## src/rtl/cp0_pkg.sv

```systemverilog
// Shared definitions for the second-generation CP0: register addresses,
// exception codes and the writable-field masks applied on MTC0 and TLBR.
package cp0_pkg;

  // Read/write addresses are {reg[4:0], sel[2:0]}.
  localparam logic [7:0] CP0_INDEX    = 8'h00;
  localparam logic [7:0] CP0_RANDOM   = 8'h08;
  localparam logic [7:0] CP0_ENTRYLO0 = 8'h10;
  localparam logic [7:0] CP0_ENTRYLO1 = 8'h18;
  localparam logic [7:0] CP0_PAGEMASK = 8'h28;
  localparam logic [7:0] CP0_WIRED    = 8'h30;
  localparam logic [7:0] CP0_BADVADDR = 8'h40;
  localparam logic [7:0] CP0_COUNT    = 8'h48;
  localparam logic [7:0] CP0_ENTRYHI  = 8'h50;
  localparam logic [7:0] CP0_COMPARE  = 8'h58;
  localparam logic [7:0] CP0_STATUS   = 8'h60;
  localparam logic [7:0] CP0_CAUSE    = 8'h68;
  localparam logic [7:0] CP0_EPC      = 8'h70;
  localparam logic [7:0] CP0_PRID     = 8'h78;

  typedef enum logic [4:0] {
    EXC_INT  = 5'd0,
    EXC_MOD  = 5'd1,
    EXC_TLBL = 5'd2,
    EXC_TLBS = 5'd3,
    EXC_ADEL = 5'd4,
    EXC_ADES = 5'd5,
    EXC_SYS  = 5'd8,
    EXC_BP   = 5'd9,
    EXC_RI   = 5'd10,
    EXC_OV   = 5'd12
  } exc_code_t;

  localparam logic [31:0] STATUS_WMASK   = 32'h0000_FF07;
  localparam logic [31:0] STATUS_BEV     = 32'h0040_0000;
  localparam logic [31:0] CAUSE_WMASK    = 32'h0000_0300;
  localparam logic [31:0] ENTRYHI_WMASK  = 32'hFFFF_E0FF;
  localparam logic [31:0] ENTRYLO_WMASK  = 32'h3FFF_FFFF;
  localparam logic [31:0] PAGEMASK_WMASK = 32'h01FF_E000;

endpackage

```

## src/rtl/cp0_timer.sv

```systemverilog
// Count/Compare timer: prescaled Count, Compare register and the sticky
// timer interrupt, raised one cycle after Count steps into Compare.
module cp0_timer #(
  parameter int COUNT_DIV = 2
) (
  input  logic        clk,
  input  logic        rst,
  input  logic        count_we,
  input  logic        compare_we,
  input  logic [31:0] wdata,
  output logic [31:0] count,
  output logic [31:0] compare,
  output logic        ti
);

  logic [3:0]  r_pre;
  logic [31:0] r_count;
  logic [31:0] r_compare;
  logic        r_ti;
  logic        r_match_p1;
  logic        w_inc;
  logic [31:0] w_count_inc;

  assign w_inc       = (r_pre == 4'(COUNT_DIV - 1));
  assign w_count_inc = r_count + 32'd1;

  always_ff @(posedge clk) begin
    if (rst) begin
      r_pre      <= '0;
      r_count    <= '0;
      r_compare  <= '0;
      r_ti       <= 1'b0;
      r_match_p1 <= 1'b0;
    end else begin
      if (count_we) begin
        r_count <= wdata;
        r_pre   <= '0;
      end else begin
        r_pre <= w_inc ? 4'd0 : r_pre + 4'd1;
        if (w_inc) r_count <= w_count_inc;
      end
      if (compare_we) r_compare <= wdata;
      // stage p1: equality seen on an increment, TI raised the cycle after
      r_match_p1 <= w_inc & ~count_we & ~compare_we & (w_count_inc == r_compare);
      if (compare_we)      r_ti <= 1'b0;
      else if (r_match_p1) r_ti <= 1'b1;
    end
  end

  assign count   = r_count;
  assign compare = r_compare;
  assign ti      = r_ti;

endmodule

```

## src/rtl/cp0_v2.sv

```systemverilog
// Coprocessor 0: control/status registers, exception capture, ERET handling
// and TLB management registers, with the Count/Compare timer as a sub-block.
module cp0_v2
  import cp0_pkg::*;
#(
  parameter int          TLB_ENTRIES = 16,
  parameter int          COUNT_DIV   = 2,
  parameter logic [31:0] PRID        = 32'h0001_8000,
  localparam int         IDX_W       = $clog2(TLB_ENTRIES)
) (
  input  logic             clk,
  input  logic             rst,
  input  logic [5:0]       hint,
  input  logic [7:0]       raddr,
  output logic [31:0]      rdata,
  input  logic             wen,
  input  logic [7:0]       waddr,
  input  logic [31:0]      wdata,
  input  logic             exp_en,
  input  logic             exp_bd,
  input  logic [4:0]       exp_code,
  input  logic [31:0]      exp_epc,
  input  logic             exp_badvaddr_en,
  input  logic [31:0]      exp_badvaddr,
  input  logic [18:0]      exp_vpn2,
  input  logic             eret,
  input  logic             tlbp_en,
  input  logic             tlbp_hit,
  input  logic [IDX_W-1:0] tlbp_index,
  input  logic             tlbr_en,
  input  logic [31:0]      tlbr_entryhi,
  input  logic [31:0]      tlbr_lo0,
  input  logic [31:0]      tlbr_lo1,
  input  logic [31:0]      tlbr_pagemask,
  output logic [31:0]      epc_address,
  output logic             allow_interrupt,
  output logic [7:0]       interrupt_flag,
  output logic             timer_int,
  output logic [IDX_W-1:0] tlb_index,
  output logic [IDX_W-1:0] tlb_random,
  output logic [31:0]      entryhi,
  output logic [31:0]      entrylo0,
  output logic [31:0]      entrylo1,
  output logic [31:0]      pagemask
);

  localparam logic [IDX_W-1:0] RAND_TOP = IDX_W'(TLB_ENTRIES - 1);

  logic [31:0]      r_status, r_epc, r_badvaddr, r_entryhi, r_lo0, r_lo1, r_pagemask;
  logic             r_bd, r_index_p;
  logic [4:0]       r_exc;
  logic [1:0]       r_ip_sw;
  logic [5:0]       r_hint;
  logic [IDX_W-1:0] r_index, r_wired, r_random;
  logic [31:0]      w_status_nxt, w_entryhi_nxt, w_count, w_compare, w_cause;
  logic [7:0]       w_ip;
  logic             w_ti, w_tlb_exc;

  cp0_timer #(.COUNT_DIV(COUNT_DIV)) u_timer (
    .clk        (clk),
    .rst        (rst),
    .count_we   (wen && waddr == CP0_COUNT),
    .compare_we (wen && waddr == CP0_COMPARE),
    .wdata      (wdata),
    .count      (w_count),
    .compare    (w_compare),
    .ti         (w_ti)
  );

  assign w_tlb_exc = (exp_code == EXC_MOD) || (exp_code == EXC_TLBL) || (exp_code == EXC_TLBS);

  // Later assignments win: exception > eret > TLB ops > MTC0.
  always_comb begin
    w_status_nxt = r_status;
    if (wen && waddr == CP0_STATUS) w_status_nxt = wdata & STATUS_WMASK;
    if (eret) begin
      if (r_status[2]) w_status_nxt[2] = 1'b0;
      else             w_status_nxt[1] = 1'b0;
    end
    if (exp_en) w_status_nxt[1] = 1'b1;

    w_entryhi_nxt = r_entryhi;
    if (wen && waddr == CP0_ENTRYHI) w_entryhi_nxt = wdata & ENTRYHI_WMASK;
    if (tlbr_en) w_entryhi_nxt = tlbr_entryhi & ENTRYHI_WMASK;
    if (exp_en && w_tlb_exc) w_entryhi_nxt[31:13] = exp_vpn2;
  end

  always_ff @(posedge clk) begin
    if (rst) begin
      r_status   <= '0;
      r_epc      <= '0;
      r_badvaddr <= '0;
      r_entryhi  <= '0;
      r_lo0      <= '0;
      r_lo1      <= '0;
      r_pagemask <= '0;
      r_bd       <= 1'b0;
      r_exc      <= '0;
      r_ip_sw    <= '0;
      r_hint     <= '0;
      r_index_p  <= 1'b0;
      r_index    <= '0;
      r_wired    <= '0;
      r_random   <= RAND_TOP;
    end else begin
      r_status  <= w_status_nxt;
      r_entryhi <= w_entryhi_nxt;
      r_hint    <= hint;
      if (wen && waddr == CP0_CAUSE)    r_ip_sw <= wdata[9:8];
      if (wen && waddr == CP0_EPC)      r_epc   <= wdata;
      if (wen && waddr == CP0_ENTRYLO0) r_lo0   <= wdata & ENTRYLO_WMASK;
      if (wen && waddr == CP0_ENTRYLO1) r_lo1   <= wdata & ENTRYLO_WMASK;
      if (wen && waddr == CP0_PAGEMASK) r_pagemask <= wdata & PAGEMASK_WMASK;
      if (wen && waddr == CP0_INDEX)    r_index <= wdata[IDX_W-1:0];
      if (wen && waddr == CP0_WIRED)    r_wired <= wdata[IDX_W-1:0];
      if (tlbr_en) begin
        r_lo0      <= tlbr_lo0 & ENTRYLO_WMASK;
        r_lo1      <= tlbr_lo1 & ENTRYLO_WMASK;
        r_pagemask <= tlbr_pagemask & PAGEMASK_WMASK;
      end
      if (tlbp_en) begin
        r_index_p <= ~tlbp_hit;
        if (tlbp_hit) r_index <= tlbp_index;
      end
      if (exp_en) begin
        r_bd  <= exp_bd;
        r_exc <= exp_code;
        if (!r_status[1])    r_epc      <= exp_epc;
        if (exp_badvaddr_en) r_badvaddr <= exp_badvaddr;
      end
      // Random never drops below Wired; writing Wired restarts it at the top.
      if (wen && waddr == CP0_WIRED) r_random <= RAND_TOP;
      else if (r_random <= r_wired)  r_random <= RAND_TOP;
      else                           r_random <= r_random - 1'b1;
    end
  end

  assign w_ip    = {r_hint[5] | w_ti, r_hint[4:0], r_ip_sw};
  assign w_cause = {r_bd, 15'd0, w_ip, 1'b0, r_exc, 2'b00};

  always_comb begin
    rdata = '0;
    case (raddr)
      CP0_INDEX:    rdata = {r_index_p, {(31 - IDX_W){1'b0}}, r_index};
      CP0_RANDOM:   rdata = {{(32 - IDX_W){1'b0}}, r_random};
      CP0_ENTRYLO0: rdata = r_lo0;
      CP0_ENTRYLO1: rdata = r_lo1;
      CP0_PAGEMASK: rdata = r_pagemask;
      CP0_WIRED:    rdata = {{(32 - IDX_W){1'b0}}, r_wired};
      CP0_BADVADDR: rdata = r_badvaddr;
      CP0_COUNT:    rdata = w_count;
      CP0_ENTRYHI:  rdata = r_entryhi;
      CP0_COMPARE:  rdata = w_compare;
      CP0_STATUS:   rdata = r_status | STATUS_BEV;
      CP0_CAUSE:    rdata = w_cause;
      CP0_EPC:      rdata = r_epc;
      CP0_PRID:     rdata = PRID;
      default:      rdata = '0;
    endcase
  end

  assign epc_address     = r_epc;
  assign allow_interrupt = r_status[0] & ~r_status[1] & ~r_status[2];
  assign interrupt_flag  = r_status[15:8] & w_ip;
  assign timer_int       = w_ti;
  assign tlb_index       = r_index;
  assign tlb_random      = r_random;
  assign entryhi         = r_entryhi;
  assign entrylo0        = r_lo0;
  assign entrylo1        = r_lo1;
  assign pagemask        = r_pagemask;

endmodule
```

## config.mk

```make
export PLATFORM = sky130hd
export DESIGN_NAME = cp0_v2
export DESIGN_NICKNAME = d
export VERILOG_FILES = /design/src/rtl/cp0_pkg.sv /design/src/rtl/cp0_timer.sv /design/src/rtl/cp0_v2.sv
export SDC_FILE = /design/constraint.sdc
export NUM_CORES = 1
export LEC_CHECK = 0
export ABC_AREA = 1
export BUFFER_PORTS_ARGS = -buffer_cell sky130_fd_sc_hd__buf_2
export CAP_MARGIN = 20
export CORE_AREA = 2 2 192 194
export CTS_BUF_LIST = sky130_fd_sc_hd__clkbuf_2
export DETAILED_ROUTE_END_ITERATION = 10
export DIE_AREA = 0 0 194 196
export GPL_TIMING_DRIVEN = 0
export PLACE_DENSITY = 0.77
export SETUP_SLACK_MARGIN = 0.02
export SYNTH_ARGS = -nofsm -noshare
export SYNTH_HDL_FRONTEND = slang
export SYNTH_SLANG_ARGS = --single-unit
```

## constraint.sdc

```tcl
create_clock -name clk -period 2.55 [get_ports clk]
set_input_delay 0.51 -clock clk [delete_from_list [all_inputs] [get_ports clk]]
set_output_delay 0.51 -clock clk [all_outputs]
set_load 0.01 [all_outputs]
```

==> impl_metrics.py <==
metrics = {
    "pwr": {
        "clock_power_share_pct": 33.9,
        "power_frac_comb_pct": 19.8,
        "intPower_uw": 6560,
        "cellLeakagePower_uw": 0.0110,
        "power_density_nw_per_um2": 440,
        "ir_drop_mv": 0.339,
        "p_sw_share_pct": 35.1,
        "p_switching_uw": 3540,
        "pwr-share-seq_pct": 46.3,
    },
    "worst_setup_path": {
        "reg2regPathDepth": 7,
        "worstReg2RegEnd": "u_timer.count[19]",
        "cp-end-kind": "output pin",
        "start_kind": "flip-flop",
        "arrival_ps": 2290,
        "r2r-start": "u_timer.r_pre[0]",
        "reg2reg_slack_ps": 130,
        "crit_required_ps": 2040,
        "criticalPathCategory": "flip-flop to output pin",
        "path_max_fanout": 2,
    },
    "clock_tree": {
        "clock_path_buffers": 3,
        "clockRootBuffer": "clkbuf_2",
        "cts_tree": "done",
        "clk_latency_ps": 1000,
        "path_clk_slew_ps": 110,
        "ctsHtreeMaxLevel": 3,
        "cts_buffers": 78,
        "clock-sinks": 271,
    },
    "placed_design": {
        "place_hpwl_mm": 66.6,
        "io_buffers": 431,
        "pre_cts_ws_ps": -1090,
        "gp_congestion": 1.04,
    },
    "logic_synthesis": {
        "synth_edf_count": 0,
        "ys_seq_area_share_pct": 36.4,
        "netlist_instances": 2217,
        "synthFlopType": "dfxtp_1",
        "ys_top_cells_by_count": "491 x nand2_1, 271 x dfxtp_1, 235 x inv_1, 221 x a21oi_1, 220 x o21ai_0",
        "yosysWarnings": 0,
        "synth_area_leaders": "dfxtp_1 36%, nand2_1 12%, a21oi_1 7.4%, o21ai_0 7.4%, inv_1 5.9%",
        "synth_area_per_cell_um2": 6.73,
        "async_reset_ff_share_pct": 0,
        "ys_ff_latch": 271,
        "yosys.area.top_type": "dfxtp_1",
        "synth_cell_types": 54,
        "synth_top_area_share_pct": 36.4,
        "yosysMostFrequentCell": "nand2_1",
        "syn_area_um2": 14900,
    },
    "sta": {
        "timing.fmax_mhz": 357,
        "fin_ws_ps": -250,
        "finalHoldViolCount": 0,
        "timing.hold.ws_ps": 28.2,
        "layout_min_cycle_time_ps": 2800,
        "rsz0062_at_grt": "true",
        "tightest_slew_ps": 1050,
        "clock_skew_ps": 76.7,
        "finalSetupViolCount": 19,
        "slew_headroom_pct": 29.9,
        "fin_crit_sh_pct": 110,
        "slew_violations": 0,
    },
    "die": {
        "die_y_um": 196,
        "core_area_um2": 36100,
        "die_x_um": 194,
        "start_util_pct": 41.3,
        "io-pin-count": 494,
        "rows": 70,
        "fp.dieArea_um2": 38000,
    },
    "flow_run": {
        "max-cap-violations": 0,
    },
    "routing": {
        "drtIter0Drc": 2520,
        "via_per_inst": 5.87,
        "firstDrtPassIters": 7,
        "drc": 0,
        "drt-total-wl_mm": 88.9,
        "vias": 21186,
        "final_antenna_net_count": 0,
        "wl_per_cell_um": 24.6,
    },
    "cells_and_area": {
        "fin_nets": 3369,
        "syn_to_final_growth_pct": 53.9,
        "seqCellArea_um2": 5590,
        "multi_input_area_um2": 8830,
        "n_fill_cell": 3270,
        "drive_above_1_share_pct": 32.5,
        "final_core_util_pct": 63.6,
    },
    "hold_path": {
        "whs_path_depth": 5,
        "hold_start": "tlbr_entryhi[25]",
        "min_path_type": "primary input to flip-flop",
        "hold_end": "entryhi[25]",
    },
    "run_status": {
        "violations": "setup timing",
        "status": "complete, but fails checks",
    },
    "global_routing": {
        "gr-total-overflow": 0,
        "grt_pass1_wl_mm": 124,
        "first_global_vias": 19992,
        "grtUsageTotal_pct": 43.9,
        "grt_max_degree": 11,
        "antenna_found_initial": 5,
    },
}
-- how the worst max path moves through the flow --
stage | start | to | slack [ps] | depth (start not counted)
after detailed placement | raddr[7] | rdata[11] | -1090 | 10
final | u_timer.count[11] | rdata[11] | -250 | 5
after global placement | raddr[7] | rdata[11] | -1070 | 10
after global routing | u_timer.count[11] | rdata[11] | -240 | 5
after floorplan | raddr[7] | rdata[24] | 310 | 8
after CTS | u_timer.count[11] | rdata[11] | -210 | 5
-- repair_timing --
action	CTS	global route
endpoints found under the setup margin	49	33
cloned	2	2
endpoints found under the hold margin	246	0
pin swaps	67	46
setup buffers	64	28
hold buffers	225	0
gates resized for setup	342	117
-- power by group through the flow --
stage | Sequential (µW) | Clock, µW | Combinational [µW]
floorplan | 4730 | 0 | 702
global placement | 4750 | 0 | 1520
detailed placement | 4750 | 0 | 1540
CTS | 4640 | 3370 | 1880
global route | 4680 | 3590 | 2100
finish | 4670 | 3420 | 2000
-- metrics by stage --
step	cell area, µm²	total power (µW)	instances	TNS, ps
6_report	23000	10100	3611	-1440
3_3_place_gp	17800	6270	3144	-32660
3_5_place_dp	17800	6290	3144	-36250
5_1_grt	22900	10400	3607	-1590
2_1_floorplan	15000	5430	2245	0
4_1_cts	22200	9890	3574	-1450
-- placed cells by master, fill, tap and decap left out, types with 25 or more instances in the layout --
master           n
clkbuf_2       116
a31oi_1         42
inv_4           25
o21bai_1        32
clkbuf_1        64
o21ai_0        203
dfxtp_1        202
buf_2          437
dfxtp_2         39
nand2_1        463
a21oi_1        207
dlygate4sd3_1  225
inv_1          185
buf_4          122
nand3_1        111
dfxtp_4         30
conb_1          29
nand2_2         29
nor2_1         176
inv_2           34
-- sequential cells by signal, summed over array words and instances (netlist names), 2 cells and up --
| register | count |
|---|---|
| tlb_index | 4 |
| r_status | 11 |
| r_hint | 6 |
| u_timer.r_pre | 4 |
| entryhi | 27 |
| r_ip_sw | 2 |
| u_timer.compare | 32 |
| epc_address | 32 |
| r_exc | 5 |
| r_badvaddr | 32 |
| tlb_random | 4 |
| entrylo1 | 30 |
| u_timer.count | 32 |
| pagemask | 12 |
| entrylo0 | 30 |
| r_wired | 4 |
-- worst max-delay path, stage by stage (launching register included) --
cell and delay (ps):
dfxtp_4 370, inv_4 80, nor2_4 40, a221oi_4 330, nand4_1 270, buf_2 220
-- layout make-up --
cell class / count / share of cell area [%]
Antenna cell: 7 / 0.0763
Buffer: 147 / 4.05
Clock buffer: 116 / 2.53
Clock inverter: 23 / 0.507
Inverter: 247 / 4.41
Multi-Input combinational cell: 1580 / 38.5
Sequential cell: 271 / 24.3
Tap cell: 468 / 2.55
Timing Repair Buffer: 751 / 23.0
Timing Repair inverter: 1 / 0.0382
-- cells by family (layout without fill, tap and decap cells) --
logic type,Yosys count,in the layout,synth area share (%)
adder cells (fa/ha/maj),8,8,0.671
flip-flops,271,271,36.4
AO/OA/AOI/OAI,635,635,24.8
other,1,36,0.0251
multiplexers,14,14,0.940
AND/OR/NAND/NOR,881,881,25.0
buffers and inverters,394,1285,11.1
XOR/XNOR,13,13,1.15
-- routing by layer --
metal | share of wire (%) | vias to the layer above | track usage (%)
li1 | - | 9181 | -
met1 | 35 | 9754 | 51.0
met2 | 44 | 1779 | 69.3
met3 | 13 | 470 | 13.3
met4 | 8.2 | 2 | 30.9
met5 | 0.010 | - | 0
No activity file was read; power rests on OpenSTA's default activity.
